**config.mk**
```make
export PLATFORM = sky130hd
export DESIGN_NAME = lsu_ram_ctrl
export DESIGN_NICKNAME = d
export VERILOG_FILES = /design/src/rtl/lsu_ram_ctrl.sv
export SDC_FILE = /design/constraint.sdc
export NUM_CORES = 1
export LEC_CHECK = 0
export ABC_AREA = 1
export BUFFER_PORTS_ARGS = -buffer_cell sky130_fd_sc_hd__buf_4
export CAP_MARGIN = 25
export CORE_MARGIN = 2
export CORE_UTILIZATION = 35
export CTS_CLUSTER_SIZE = 24
export DETAILED_ROUTE_END_ITERATION = 8
export PLACE_DENSITY_LB_ADDON = 0.12
export SLEW_MARGIN = 25
export SYNTH_ARGS = -nofsm -noshare
export SYNTH_HDL_FRONTEND = slang
export SYNTH_SLANG_ARGS = --single-unit
```
**constraint.sdc**
```tcl
create_clock -name clk -period 6.9 [get_ports clk]
set_clock_uncertainty 0.1 [all_clocks]
set_input_delay 0.69 -clock clk [delete_from_list [all_inputs] [get_ports clk]]
set_output_delay 0.69 -clock clk [all_outputs]
set_load 0.05 [all_outputs]
```
**src/rtl/lsu_ram_ctrl.sv**
```systemverilog
// Load/store front-end for the word-wide genram: byte/half/word loads and stores,
// read-modify-write for sub-word stores, sign/zero extension for sub-word loads.
//
// state | meaning
// IDLE  | ready for a request
// RD    | present word address to genram with ram_rw=1
// CAP   | ram_rdata valid; extract load lane or merge store lane
// WR    | drive write word with ram_rw=0
// DONE  | one-cycle response pulse
module lsu_ram_ctrl #(
    parameter int AW = 4,
    parameter int DW = 32
) (
    input  logic          clk,
    input  logic          rst_n,
    input  logic          req_valid,
    output logic          req_ready,
    input  logic          req_we,
    input  logic [1:0]    req_size,
    input  logic          req_unsigned,
    input  logic [AW+1:0] req_addr,
    input  logic [DW-1:0] req_wdata,
    output logic          rsp_valid,
    output logic [DW-1:0] rsp_rdata,
    output logic          rsp_err,
    output logic [AW-1:0] ram_addr,
    output logic          ram_rw,
    output logic [DW-1:0] ram_wdata,
    input  logic [DW-1:0] ram_rdata
);

    typedef enum logic [2:0] {
        S_IDLE = 3'd0,
        S_RD   = 3'd1,
        S_CAP  = 3'd2,
        S_WR   = 3'd3,
        S_DONE = 3'd4
    } state_t;

    localparam logic [1:0] SZ_BYTE = 2'b00;
    localparam logic [1:0] SZ_HALF = 2'b01;
    localparam logic [1:0] SZ_WORD = 2'b10;

    state_t        state_q, state_d;
    logic          we_q, we_d;
    logic [1:0]    size_q, size_d;
    logic          uns_q, uns_d;
    logic [AW+1:0] addr_q, addr_d;
    logic [DW-1:0] data_q, data_d;
    logic [DW-1:0] rdata_q, rdata_d;
    logic          err_q, err_d;

    logic          accept;
    logic          req_err;
    logic [4:0]    shamt;
    logic [DW-1:0] lane;
    logic [DW-1:0] lane_mask;
    logic [DW-1:0] load_val;
    logic [DW-1:0] merge_val;

    assign accept = req_valid && (state_q == S_IDLE);

    always_comb begin
        req_err = 1'b0;
        case (req_size)
            SZ_BYTE: req_err = 1'b0;
            SZ_HALF: req_err = req_addr[0];
            SZ_WORD: req_err = (req_addr[1:0] != 2'b00);
            default: req_err = 1'b1;
        endcase
    end

    // Lane offset in bits, taken from the captured byte address.
    assign shamt = {addr_q[1:0], 3'b000};
    assign lane  = ram_rdata >> shamt;

    always_comb begin
        load_val  = lane;
        lane_mask = 32'hFFFF_FFFF;
        if (size_q == SZ_BYTE) begin
            load_val  = uns_q ? {24'h0, lane[7:0]} : {{24{lane[7]}}, lane[7:0]};
            lane_mask = 32'h0000_00FF << shamt;
        end else if (size_q == SZ_HALF) begin
            load_val  = uns_q ? {16'h0, lane[15:0]} : {{16{lane[15]}}, lane[15:0]};
            lane_mask = 32'h0000_FFFF << shamt;
        end
        merge_val = (ram_rdata & ~lane_mask) | ((data_q << shamt) & lane_mask);
    end

    always_ff @(posedge clk or negedge rst_n) begin
        if (!rst_n) begin
            state_q <= S_IDLE;
            we_q    <= 1'b0;
            size_q  <= 2'b00;
            uns_q   <= 1'b0;
            addr_q  <= '0;
            data_q  <= '0;
            rdata_q <= '0;
            err_q   <= 1'b0;
        end else begin
            state_q <= state_d;
            we_q    <= we_d;
            size_q  <= size_d;
            uns_q   <= uns_d;
            addr_q  <= addr_d;
            data_q  <= data_d;
            rdata_q <= rdata_d;
            err_q   <= err_d;
        end
    end

    always_comb begin
        state_d = state_q;
        case (state_q)
            S_IDLE: begin
                if (accept) begin
                    if (req_err)
                        state_d = S_DONE;
                    else if (req_we && (req_size == SZ_WORD))
                        state_d = S_WR;
                    else
                        state_d = S_RD;
                end
            end
            S_RD:    state_d = S_CAP;
            S_CAP:   state_d = we_q ? S_WR : S_DONE;
            S_WR:    state_d = S_DONE;
            S_DONE:  state_d = S_IDLE;
            default: state_d = S_IDLE;
        endcase
    end

    always_comb begin
        we_d    = we_q;
        size_d  = size_q;
        uns_d   = uns_q;
        addr_d  = addr_q;
        data_d  = data_q;
        rdata_d = rdata_q;
        err_d   = err_q;
        case (state_q)
            S_IDLE: begin
                if (accept) begin
                    we_d    = req_we;
                    size_d  = req_size;
                    uns_d   = req_unsigned;
                    addr_d  = req_addr;
                    data_d  = req_wdata;
                    rdata_d = '0;
                    err_d   = req_err;
                end
            end
            S_CAP: begin
                if (we_q)
                    data_d = merge_val;
                else
                    rdata_d = load_val;
            end
            S_DONE: begin
                rdata_d = '0;
                err_d   = 1'b0;
            end
            default: ;
        endcase
    end

    // Reset forces state_q to IDLE asynchronously, so ram_rw rises immediately.
    always_comb begin
        req_ready = (state_q == S_IDLE);
        rsp_valid = (state_q == S_DONE);
        rsp_rdata = rdata_q;
        rsp_err   = err_q;
        ram_addr  = addr_q[AW+1:2];
        ram_rw    = (state_q != S_WR);
        ram_wdata = data_q;
    end

endmodule

```
==> results of run 1 <==
[Yosys cell counts]
| cell type | count | area, um^2 |
|---|---|---|
| nand2_1 | 286 | 1074 |
| nand3_1 | 88 | 440.4 |
| nor2_1 | 82 | 307.8 |
| dfrtp_1 | 78 | 1952 |
| inv_1 | 61 | 229.0 |
| o21ai_0 | 58 | 290.3 |
| a21oi_1 | 56 | 280.3 |
| buf_2 | 25 | 125.1 |
| clkbuf_1 | 11 | 41.29 |
| inv_2 | 8 | 30.03 |
| o211ai_1 | 8 | 60.06 |
| buf_1 | 7 | 26.28 |
| nand4_1 | 7 | 43.79 |
| buf_4 | 5 | 37.54 |
| buf_6 | 4 | 45.04 |
| ha_1 | 4 | 50.05 |
| nand2_4 | 4 | 45.04 |
| o21ai_1 | 4 | 20.02 |
| nor2_2 | 3 | 18.77 |
| a21boi_0 | 2 | 15.01 |
| nand3_2 | 2 | 20.02 |
| o21a_1 | 2 | 15.01 |
| a21oi_2 | 1 | 8.760 |
| a31oi_1 | 1 | 6.260 |
| clkinv_1 | 1 | 3.750 |
| nand2_2 | 1 | 6.260 |
| nand3_4 | 1 | 17.52 |
| nor2_4 | 1 | 11.26 |
| nor2_8 | 1 | 20.02 |
| nor3_1 | 1 | 5.000 |
| nor3_2 | 1 | 10.01 |
| o211ai_2 | 1 | 12.51 |
| o21ai_2 | 1 | 8.760 |
[cells by family after synthesis]
family / Yosys count
and+or+nand+nor: 478
buffers and inverters: 122
DFF: 78
AOI/OAI and AO/OA: 134
adders and majority gates: 4
[metal layers]
layer,part of all wire,routed length [um],track usage
met5,0,0,0
met1,0.48,8400,0.3181
met3,0.050,864,0.04555
met2,0.46,7913,0.3367
met4,0.011,195,0.05688
[worst max-delay path: cells and delay by family (launching register included)]
kind,cells,cell delay (ps)
buffers and inverters,2,1310
DFF,1,980
adders and majority gates,1,590
and+or+nand+nor,3,340
AOI/OAI and AO/OA,2,300
[how the worst max path moves through the flow]
stage / from / to / slack, ps / depth (start not counted)
6_report: addr_q[1] / ram_wdata[1] / 3120 / 8
5_1_grt: addr_q[1] / flop / 2750 / 10
4_1_cts: addr_q[1] / flop / 3580 / 10
3_5_place_dp: addr_q[1] / flop / 3590 / 10
3_3_place_gp: addr_q[1] / ram_wdata[1] / 3660 / 8
2_1_floorplan: addr_q[1] / flop / 4710 / 13
[layout make-up]
class,count,area [um^2],area share
Sequential cell,78,1952,0.2912
Multi-Input combinational cell,616,2793,0.4166
Timing Repair Buffer,153,1152,0.1719
Tap cell,184,230.2,0.03434
Inverter,70,264.0,0.03938
Clock buffer,14,274.0,0.04087
Clock inverter,2,38.79,0.005786
[report_power, final]
| group | switching, mW | internal [mW] | leakage (nW) |
|---|---|---|---|
| clock network | 0.187 | 0.311 | 0.153 |
| logic | 1.73 | 0.701 | 2.45 |
| registers | 0.228 | 0.651 | 0.991 |
| total | 2.14 | 1.66 | 3.60 |
[stage by stage]
step	std cells	setup slack (ps)	hold slack (ps)	area [um^2]	power, mW
after global routing	1117	2750	334.7	6704	4.119
after CTS	1117	3585	378.6	6699	3.832
after floorplan	816	4711	294.4	5276	2.679
after global placement	1101	3658	365.7	6386	3.306
after detailed placement	1101	3589	364.6	6386	3.323
final	1117	3125	278.4	6704	3.808
==> results.cfg, run 1 <==
[drt]
detail_route.first_pass.iterations = 5
routed_wl_mm = 17.37
drc_errors = 0
drtAntennaViolNets = 0
num_vias = 5574
drtIter0Drc = 356
routedWlPerCell_um = 15.55
post_drt_via_cell_ratio = 4.990

[final_layout]
syn2layout_area_growth_pct = 27.06
fin_nets = 1009
final_common_cell = nand2_1
mostFrequentLayoutCells = nand2_1 (286), buf_4 (152), nand3_1 (88)
nFillCells = 1582
utilization = 0.4578
drive_gt1_frac = 0.2058
diodes = 0

[global_routing]
grt_max_degree = 79
grt_first_pass_wirelength_mm = 27.60
grt_usage = 0.2201
grt_pass1_vias = 5159
antenna_found_initial = 0
grt_overflow = 0

[logic_synthesis]
syn_inst = 816
syn_nets = 897
yosys.area_share.xor_xnor = 0
synth_compound_area_frac = 0.1359
syn_avg_cell_area_um2 = 6.466
yosys.area_share.simple = 0.3827
synth.distinct_cells = 33
synth_top_family_by_area = simple AND/OR/NAND/NOR gates
ys_seq_area_frac = 0.3699
synth-adder-area-share = 0.009485
synth-seq-cells = 78
synth_warnings = 0
synth_mux_area_frac = 0
syn_area_um2 = 5276

[timing]
period_minus_slack_ps = 3775
setup_viol = 0
slew_headroom = 0.3494
rsz0062_at_grt = no
finalCritPeriodShare = 0.5471
hold_viol_final = 0
worstMarginPinSlew_ps = 975.9
setup_tns_ps = 0
fmaxAchievable_ghz = 0.2649
drv_slew = 0

[placed_design]
globalplace.congestion = 0.8550
numPortBuffers = 148
dpl.hpwl_mm = 12.89

[setup_path]
r2r-start = addr_q[1]
arrival_ps = 3900
worstPathRequired_ps = 7020
crit_path_top_delay_cell = clkinv_2
path_cells = clkinv_2, ha_1, nor2_4, clkinv_1, o211ai_1, nand2_1, nand2_1, o21ai_1
cpPeakStageDelay_ps = 1030
crit_top_cell = nand2_1
r2r_cells = 8
path_class = reg -> reg
cp-start-kind = flop
r2r_end = ram_wdata[1]
rrSetupSlack_ps = 3120
worstPathMaxFanout = 73
cp-end-kind = flop

[power]
power.density_nw_per_um2 = 568.0
ir_worst_vdd_mv = 0.2593
leakagePower_nw = 3.599

[clock_tree]
holdBufCountCts = 0
cts_root_buffer = clkbuf_16
cts-resized-gates = 0
cts_max_path_buffers = 2
cts_made_buffers = 9
numClockSinks = 78
cts_tree = done
htreeDepth = 3
clk_latency_ps = 350
clkTransAtPathRegs_ps = 60
postCtsSetupBuffers = 0

[floorplanning]
die_h_um = 126.8
fp-row-count = 44
initial_utilization = 0.3603
die_w_um = 126.8
ios = 149
die-area_um2 = 16070
core_um2 = 14640

[status]
status = completed

[hold_path]
min_path_type = in -> async

[flow_run]
maxCapViolCount = 0
(Power assumes the default switching activity.)
==> run 2, diff against run 1 <==
==> constraint.sdc (replaced) <==
create_clock -name clk -period 3.1 [get_ports clk]
set_clock_uncertainty 0.1 [all_clocks]
set_input_delay 0.31 -clock clk [delete_from_list [all_inputs] [get_ports clk]]
set_output_delay 0.31 -clock clk [all_outputs]
set_load 0.05 [all_outputs]
==> run 2 against run 1 <==
Net effect: the flow now finishes with violations (negative hold slack); die area unchanged; global-route usage increased by 0.41 points; non-clock buffer count grew 8; combinational power increased by 130%; register-to-register slack lost 2200 ps; worst setup slack got worse by 2200 ps; cell count rose by 0.63%; via count decreased by 0.59%; critical path type unchanged; highest routed layer unchanged; sequential cell count is the same; clock-buffer cell count fell by 2; sequential power is 120% higher; largest cell class unchanged.
==> results.cfg, run 2 (synthesis gave the netlist of run 1 again) <==
[status]
status = finished with violations
violations = negative hold slack

[final_layout]
final_cells = 1124
drive_gt1_frac = 0.2128
stdcell_area_um2 = 6734
diodes = 0
nFillCells = 1607
syn2layout_area_growth_pct = 27.63
mostFrequentLayoutCells = nand2_1 (286), buf_4 (160), nand3_1 (88)
fin_nets = 1017
final_common_cell = nand2_1

[setup_path]
cp-end-kind = flop
worstPathMaxFanout = 19
cp-start-kind = flop
path_class = reg -> reg
arrival_ps = 2350
worstPathRequired_ps = 3240

[clock_tree]
cts_made_buffers = 9
cts-resized-gates = 0
cts_root_buffer = clkbuf_16
numClockSinks = 78
clk_latency_ps = 350
postCtsSetupBuffers = 0
cts_max_path_buffers = 2
cts_tree = done
holdBufCountCts = 0
htreeDepth = 3
clkTransAtPathRegs_ps = 60

[timing]
worstMarginPinSlew_ps = 842.9
setup_viol = 0
drv_slew = 0
period_minus_slack_ps = 2215
hold_viol_final = 51
setup_tns_ps = 0
timing.hold.ws_ps = -32.63
finalCritPeriodShare = 0.7145
fmaxAchievable_ghz = 0.4515
rsz0062_at_grt = no
slew_headroom = 0.4380

[floorplanning]
core_um2 = 14640
die_w_um = 126.8
die_h_um = 126.8
fp-row-count = 44
ios = 149
die-area_um2 = 16070
initial_utilization = 0.3603

[placed_design]
dpl.hpwl_mm = 13.18
globalplace.congestion = 0.8526
dp_cells = 1109
numPortBuffers = 148
postPlaceCellArea_um2 = 6459

[drt]
post_drt_via_cell_ratio = 4.930
routedWlPerCell_um = 15.80
drtIter0Drc = 341
detail_route.first_pass.iterations = 5
num_vias = 5541
drtAntennaViolNets = 0
routed_wl_mm = 17.76
drc_errors = 0

[power]
power.density_nw_per_um2 = 1257
finalPower_mw = 8.466
ir_worst_vdd_mv = 0.5377
leakagePower_nw = 3.625

[global_routing]
antenna_found_initial = 0
grt_first_pass_wirelength_mm = 28.35
grt_usage = 0.2242
grt_pass1_vias = 5279
grt_max_degree = 64
grt_overflow = 0

[hold_path]
min_path_type = in -> async

[flow_run]
maxCapViolCount = 0
## run 2: final timing paths
path                       slack (ps)  cells after the start       endpoint        start
max                               890                     10           flop    addr_q[0]
min                               -30                      1   rsp_rdata[3]        rst_n
max reg2reg                       890                     10           flop    addr_q[0]
min reg2reg                       380                      2      addr_q[3]    addr_q[3]
max in group asynchronous        2280                      2  rsp_rdata[20]        rst_n
min in group clk                   60                      3      addr_q[4]  req_addr[4]
## run 2: final cells by class
type | instances | area, um^2 | area share
inverters | 70 | 262.8 | 0.03902
multi-input cells | 616 | 2793 | 0.4147
well taps | 184 | 230.2 | 0.03419
clock buffers | 12 | 256.5 | 0.03809
clock inverters | 3 | 18.77 | 0.002787
flip-flops and latches | 78 | 1952 | 0.2899
repair buffers | 161 | 1221 | 0.1813
## run 2: report_power, final
| part | switching, mW | total, mW | internal [mW] | leakage, nW |
|---|---|---|---|---|
| Sequential | 0.453 | 1.90 | 1.45 | 0.991 |
| Combinational | 3.94 | 5.56 | 1.62 | 2.50 |
| Clock | 0.418 | 1.00 | 0.582 | 0.139 |
## run 2: per-layer routing
| layer | wire length, um | vias to the layer above | GRT usage |
|---|---|---|---|
| li1 | - | 2840 | - |
| met1 | 8482 | 2510 | 0.3195 |
| met2 | 7834 | 168 | 0.3402 |
| met3 | 1001 | 23 | 0.03922 |
| met4 | 441 | 0 | 0.08662 |
| met5 | 0 | - | 0 |
## run 2: critical path, stage by stage, from the launching register on
cell and delay (ps):
dfrtp_1 370, inv_1 400, ha_1 320, inv_1 70, nand3_2 90, nand2_4 190
inv_2 50, nand2_2 230, nand3_1 120, nor2_1 110, nor2_1 40
## run 2: per-stage QoR
stage               setup WS [ps]  hold slack, ps  utilization
global route                702.4           44.96       0.4598
detailed placement          920.4           370.5       0.4410
global placement             1001           359.0       0.4410
finish                      885.0          -32.63       0.4598
CTS                         900.0           4.729       0.4598
floorplan                   911.0          -85.59            -
